`config.mk`:
```
export PLATFORM = sky130hd
export DESIGN_NAME = regfile_sequencer
export DESIGN_NICKNAME = d
export VERILOG_FILES = /design/src/rtl/regfile_sequencer.sv
export SDC_FILE = /design/constraint.sdc
export NUM_CORES = 1
export LEC_CHECK = 0
export CAP_MARGIN = 25
export CORE_AREA = 2 2 179 181
export DETAILED_ROUTE_END_ITERATION = 10
export DIE_AREA = 0 0 181 183
export GPL_ROUTABILITY_DRIVEN = 0
export GPL_TIMING_DRIVEN = 1
export PLACE_DENSITY = 0.53
export SLEW_MARGIN = 20
export SYNTH_ARGS = -nofsm -noshare
export SYNTH_HDL_FRONTEND = slang
export SYNTH_SLANG_ARGS = --single-unit
```
`constraint.sdc`:
```
create_clock -name i_clk -period 7.5 [get_ports i_clk]
set_clock_uncertainty 0.1 [all_clocks]
set_input_delay 1.125 -clock i_clk [delete_from_list [all_inputs] [get_ports i_clk]]
set_output_delay 1.125 -clock i_clk [all_outputs]
set_load 0.005 [all_outputs]
```
`src/rtl/regfile_sequencer.sv`:
```
// regfile_sequencer
// Shares the single-port FISC register file between NREQ requesters with
// round-robin arbitration, and runs the exception-entry save sequence
// (pc->elr, cpsr->spsr[mode], evp->pc) ahead of any pending requester.
module regfile_sequencer #(
  parameter int NREQ   = 3,
  parameter int INT_SZ = 64,
  parameter int IDW    = $clog2(NREQ)
) (
  input  logic                   i_clk,
  input  logic                   i_rst,
  input  logic [NREQ-1:0]        i_req_valid,
  output logic [NREQ-1:0]        o_req_ready,
  input  logic [2*NREQ-1:0]      i_req_op,
  input  logic [6*NREQ-1:0]      i_req_rd,
  input  logic [6*NREQ-1:0]      i_req_wr,
  input  logic [INT_SZ*NREQ-1:0] i_req_data,
  output logic                   o_rsp_valid,
  output logic [IDW-1:0]         o_rsp_id,
  output logic [INT_SZ-1:0]      o_rsp_data,
  output logic                   o_rsp_err,
  input  logic                   i_exc_req,
  input  logic [2:0]             i_exc_mode,
  output logic                   o_exc_ack,
  output logic [5:0]             o_rf_rd_reg,
  output logic [5:0]             o_rf_wr_reg,
  output logic                   o_rf_wr_fromreg,
  output logic                   o_rf_wr_fromimm,
  output logic [INT_SZ-1:0]      o_rf_din,
  input  logic [INT_SZ-1:0]      i_rf_dout
);

  typedef enum logic [2:0] {
    ST_IDLE,
    ST_OP,
    ST_EXC_PC,
    ST_EXC_PSR,
    ST_EXC_VEC,
    ST_EXC_ACK
  } state_t;

  localparam logic [1:0] OPC_READ  = 2'b00;
  localparam logic [1:0] OPC_WRITE = 2'b01;
  localparam logic [1:0] OPC_MOVE  = 2'b10;
  localparam logic [1:0] OPC_ILL   = 2'b11;

  localparam logic [5:0] REG_LAST = 6'd45;
  localparam logic [5:0] REG_PC   = 6'd32;
  localparam logic [5:0] REG_ELR  = 6'd34;
  localparam logic [5:0] REG_CPSR = 6'd35;
  localparam logic [5:0] REG_SPSR = 6'd36;
  localparam logic [5:0] REG_EVP  = 6'd43;

  state_t              r_state;
  state_t              w_next_state;
  logic [IDW-1:0]      r_rr_ptr;
  logic [1:0]          r_op;
  logic [5:0]          r_rd;
  logic [5:0]          r_wr;
  logic [INT_SZ-1:0]   r_data;
  logic [IDW-1:0]      r_id;
  logic                r_err;
  logic [2:0]          r_exc_mode;
  logic                r_rsp_valid;
  logic [IDW-1:0]      r_rsp_id;
  logic [INT_SZ-1:0]   r_rsp_data;
  logic                r_rsp_err;

  logic                w_grant_found;
  logic [IDW-1:0]      w_grant_idx;
  logic                w_take;
  logic [1:0]          w_sel_op;
  logic [5:0]          w_sel_rd;
  logic [5:0]          w_sel_wr;
  logic                w_sel_err;

  // Round-robin search: first valid requester at or after the pointer, wrapping
  always_comb begin
    w_grant_found = 1'b0;
    w_grant_idx   = '0;
    for (int k = 0; k < NREQ; k++) begin
      if (!w_grant_found && i_req_valid[(int'(r_rr_ptr) + k) % NREQ]) begin
        w_grant_found = 1'b1;
        w_grant_idx   = IDW'((int'(r_rr_ptr) + k) % NREQ);
      end
    end
  end

  // Grant only from IDLE and only when no exception is waiting; payload is picked here
  always_comb begin
    w_take    = (r_state == ST_IDLE) && !i_rst && !i_exc_req && w_grant_found;
    w_sel_op  = i_req_op[2*w_grant_idx +: 2];
    w_sel_rd  = i_req_rd[6*w_grant_idx +: 6];
    w_sel_wr  = i_req_wr[6*w_grant_idx +: 6];
    w_sel_err = (w_sel_op == OPC_ILL) ||
                ((w_sel_op == OPC_READ || w_sel_op == OPC_MOVE) && (w_sel_rd > REG_LAST)) ||
                ((w_sel_op == OPC_WRITE || w_sel_op == OPC_MOVE) && (w_sel_wr > REG_LAST));
  end

  // State register
  always_ff @(posedge i_clk) begin
    if (i_rst) begin
      r_state <= ST_IDLE;
    end else begin
      r_state <= w_next_state;
    end
  end

  // Next-state logic: exceptions win over requesters; mode 6/7 has no spsr slot
  always_comb begin
    w_next_state = r_state;
    case (r_state)
      ST_IDLE: begin
        if (i_exc_req) begin
          w_next_state = ST_EXC_PC;
        end else if (w_grant_found) begin
          w_next_state = ST_OP;
        end
      end
      ST_OP:      w_next_state = ST_IDLE;
      ST_EXC_PC:  w_next_state = (r_exc_mode < 3'd6) ? ST_EXC_PSR : ST_EXC_VEC;
      ST_EXC_PSR: w_next_state = ST_EXC_VEC;
      ST_EXC_VEC: w_next_state = ST_EXC_ACK;
      ST_EXC_ACK: w_next_state = ST_IDLE;
      default:    w_next_state = ST_IDLE;
    endcase
  end

  // Latch the granted request, the exception mode and the registered response
  always_ff @(posedge i_clk) begin
    if (i_rst) begin
      r_rr_ptr    <= '0;
      r_op        <= OPC_READ;
      r_rd        <= '0;
      r_wr        <= '0;
      r_data      <= '0;
      r_id        <= '0;
      r_err       <= 1'b0;
      r_exc_mode  <= '0;
      r_rsp_valid <= 1'b0;
      r_rsp_id    <= '0;
      r_rsp_data  <= '0;
      r_rsp_err   <= 1'b0;
    end else begin
      if (w_take) begin
        r_op     <= w_sel_op;
        r_rd     <= w_sel_rd;
        r_wr     <= w_sel_wr;
        r_data   <= i_req_data[INT_SZ*w_grant_idx +: INT_SZ];
        r_id     <= w_grant_idx;
        r_err    <= w_sel_err;
        r_rr_ptr <= (w_grant_idx == IDW'(NREQ-1)) ? '0 : w_grant_idx + IDW'(1);
      end
      if (r_state == ST_IDLE && i_exc_req) begin
        r_exc_mode <= i_exc_mode;
      end
      r_rsp_valid <= (r_state == ST_OP);
      if (r_state == ST_OP) begin
        r_rsp_id   <= r_id;
        r_rsp_err  <= r_err;
        r_rsp_data <= (!r_err && r_op == OPC_READ) ? i_rf_dout : '0;
      end else begin
        r_rsp_id   <= '0;
        r_rsp_err  <= 1'b0;
        r_rsp_data <= '0;
      end
    end
  end

  // Output decode: register file lanes come straight from the current state
  always_comb begin
    o_req_ready     = '0;
    o_rf_rd_reg     = '0;
    o_rf_wr_reg     = '0;
    o_rf_wr_fromreg = 1'b0;
    o_rf_wr_fromimm = 1'b0;
    o_rf_din        = '0;
    o_exc_ack       = 1'b0;
    if (w_take) begin
      o_req_ready[w_grant_idx] = 1'b1;
    end
    case (r_state)
      ST_OP: begin
        if (!r_err) begin
          case (r_op)
            OPC_READ: begin
              o_rf_rd_reg = r_rd;
            end
            OPC_WRITE: begin
              o_rf_wr_reg     = r_wr;
              o_rf_din        = r_data;
              o_rf_wr_fromimm = 1'b1;
            end
            OPC_MOVE: begin
              o_rf_rd_reg     = r_rd;
              o_rf_wr_reg     = r_wr;
              o_rf_wr_fromreg = 1'b1;
            end
            default: begin
              o_rf_rd_reg = '0;
            end
          endcase
        end
      end
      ST_EXC_PC: begin
        o_rf_rd_reg     = REG_PC;
        o_rf_wr_reg     = REG_ELR;
        o_rf_wr_fromreg = 1'b1;
      end
      ST_EXC_PSR: begin
        o_rf_rd_reg     = REG_CPSR;
        o_rf_wr_reg     = REG_SPSR + {3'b000, r_exc_mode};
        o_rf_wr_fromreg = 1'b1;
      end
      ST_EXC_VEC: begin
        o_rf_rd_reg     = REG_EVP;
        o_rf_wr_reg     = REG_PC;
        o_rf_wr_fromreg = 1'b1;
      end
      ST_EXC_ACK: begin
        o_exc_ack = 1'b1;
      end
      default: begin
        o_exc_ack = 1'b0;
      end
    endcase
  end

  assign o_rsp_valid = r_rsp_valid;
  assign o_rsp_id    = r_rsp_id;
  assign o_rsp_data  = r_rsp_data;
  assign o_rsp_err   = r_rsp_err;

endmodule

```
==> flow_summary.yaml <==
die:
  die_area_um2: 33100
  row_count: 65
  die_w_um: 181
  die_h_um: 183
  coreArea_um2: 31200
  ios: 457
  initial_core_util_pct: 23.8
timing:
  worstMarginPinSlew_ns: 1.01
  max_freq_mhz: 196
  rsz0062_at_grt: "false"
  layout_min_cycle_time_ns: 5.10
  finalSetupTns_ns: 0
  slew_violations: 0
  max-slew-margin-rel_pct: 32.4
  fin_crit_sh_pct: 68.0
  hold_viol_final: 0
  final-setup-viol-count: 0
synth:
  synth_top_area_share_pct: 42.3
  yosysMostFrequentCell: "nand2_1"
  synth_compound_area_share_pct: 18.3
  syn-num-nets: 1274
  synth_seq_cells: 157
  synth_commonest_cells: "nand2_1 (163), nor2_1 (158), dfxtp_1 (157), a21oi_1 (80), and2_1 (74)"
  syn_inst: 960
  synth_area_leaders: "dfxtp_1 (42%), nand2_1 (8.2%), nor2_1 (8.0%)"
  muxShareOfSynthArea_pct: 1.75
  synth_cell_types: 51
  synth_top_cell_by_area: "dfxtp_1"
  synthSimpleGateAreaFrac_pct: 31.1
  synth_edf_count: 0
  ys.flop_type: "dfxtp_1"
  synth_area_um2: 7440
  async_reset_ff_share_pct: 0
  synth_adder_area_share_pct: 1.18
  synth_xor_area_share_pct: 0
  synth_top_family_by_area: "simple AND/OR/NAND/NOR gates"
  syn_avg_cell_area_um2: 7.75
  ys_seq_area_share_pct: 42.3
  ys_warn_count: 0
critical_path:
  startpoint: "i_req_valid[2]"
  worstPathRequired_ns: 6.27
  critPathKind: "in -> out"
  startpoint_type: "input pin"
  worst_ep_arrival_time_ns: 3.88
  worstPathMaxFanout: 61
  end_kind: "output pin"
  reg2reg_from: "r_rr_ptr[1]"
clocking:
  cts_tree: "built"
  clkTransAtPathRegs_ns: 0.07
  cts-resized-gates: 0
  clockRootBuffer: "clkbuf_16"
  cts_buffers: 17
  clock_sinks: 157
  cts_hold_buf: 0
  clock_latency_ns: 0.43
  cts_max_level: 4
  cts_setup_buffers: 0
  clk_path_buf_depth: 2
final_layout:
  final.fill_count: 3191
  nNetsFinal: 1670
  layout-drive-gt1-share_pct: 4.09
  area_growth_pct: 72.7
detailed_routing:
  wl_um: 32200
  drt_iter0_drc: 375
  vias: 8260
  drt_first_pass_iters: 5
  via_per_inst: 4.66
  drc: 0
  ant_nets: 0
  wl_per_cell_um: 18.2
global_route:
  busiest_layer: "met2"
  overflow: 0
  grt_first_pass_wirelength_um: 48100
  gr-usage-met2_pct: 32.5
  grt_max_degree: 104
  antenna_found_initial: 1
  gr-usage-met1_pct: 22.0
  met3_usage_pct: 6.71
  grt_pass1_vias: 8030
  grt.total_usage_pct: 18.8
pwr:
  power_density_nw_per_um2: 219
  p_int_uw: 1790
  finalPower_uw: 2820
  combPwrFrac_pct: 34.0
  sequentialPowerShare_pct: 34.8
  clockPowerShare_pct: 31.1
  vdd.ir_drop.worst_uv: 119
  p_sw_share_pct: 36.3
  p_sw_uw: 1020
  leakage_uw: 0.00512
worst_hold_path:
  hp-class: "reg -> reg"
  min-delay-start: "r_id[0]"
status:
  status: "complete, no violations"
placed_design:
  post-dp-hpwl_um: 23200
  portBuffers: 456
job:
  max-cap-violations: 0
-- metal layers --
layer / vias up / routed length, µm
li1: 4094 / -
met1: 3832 / 13200
met2: 299 / 15800
met3: 35 / 2540
met4: 0 / 628
met5: - / 0
-- per-stage QoR --
stage	util [%]	area, µm²	setup slack, ns	hold slack, ns	instances
5_1_grt	41.1	12800	2.18	0.379	1772
4_1_cts	41.0	12800	2.38	0.361	1770
6_report	41.1	12800	2.40	0.354	1773
2_1_floorplan	-	7440	3.76	0.330	960
3_3_place_gp	39.2	12200	2.47	0.344	1738
3_5_place_dp	39.2	12200	2.40	0.343	1738
-- cells by family (layout without fill, tap and decap cells) --
| family | count (synthesis) | in the layout |
|---|---|---|
| AND/OR/NAND/NOR | 495 | 495 |
| other | 0 | 2 |
| adder cells (fa/ha/maj) | 7 | 7 |
| AO/OA/AOI/OAI | 194 | 194 |
| buffers and inverters | 94 | 503 |
| flip-flops | 157 | 157 |
| multiplexers | 13 | 13 |
-- cells in the final DEF (no fill, tap or decap), types with 7 or more instances in the layout --
cell type / Yosys / routed
a21oi_1: 80 / 80
nand2_1: 163 / 162
and2_1: 74 / 73
dfxtp_1: 157 / 157
o21ai_0: 8 / 8
clkbuf_16: 0 / 17
inv_8: 0 / 7
buf_4: 0 / 9
clkdlybuf4s50_1: 0 / 455
a311oi_1: 65 / 65
and3_1: 65 / 65
nor3_1: 9 / 9
mux2i_1: 13 / 13
nor2_1: 158 / 157
-- worst paths after layout --
kind	end	slack (ns)	cells after the start
setup / recovery	o_req_ready[0]	2.40	8
hold / removal	o_rsp_id[0]	0.35	1
setup reg to reg	r_err	3.75	11
hold reg to reg	o_rsp_id[0]	0.35	1
-- sequential cells by signal, indices dropped and copies added (netlist names) --
name         cells
o_rsp_err        1
r_op             2
o_rsp_valid      1
r_err            1
r_state          3
r_rd             6
r_data          64
o_rsp_data      64
r_wr             6
r_id             2
r_exc_mode       3
r_rr_ptr         2
o_rsp_id         2
-- final cells by class --
type	count	area (µm²)	share of cell area, %
well taps	402	503	3.92
inverters	6	22.5	0.175
diodes	2	5.00	0.0390
repair buffers	465	4640	36.1
multi-input cells	709	3950	30.7
clock buffers	17	425	3.31
clock inverters	15	156	1.22
flip-flops and latches	157	3140	24.5
-- power by group through the flow --
stage,clock network (µW),registers (µW),logic (µW)
floorplan,0,985,574
global placement,0,997,958
detailed placement,0,999,961
CTS,905,981,967
global route,944,993,1060
finish,878,981,960
-- worst max-delay path, stage by stage --
cell	delay (ns)
clkdlybuf4s50_1	0.59
nand3b_2	0.25
o221ai_1	0.18
nor2b_1	0.09
nor2_1	0.24
nand2_4	0.43
nor4_1	0.39
clkdlybuf4s50_1	0.56
Note: power is estimated with default switching activity, not from simulation.
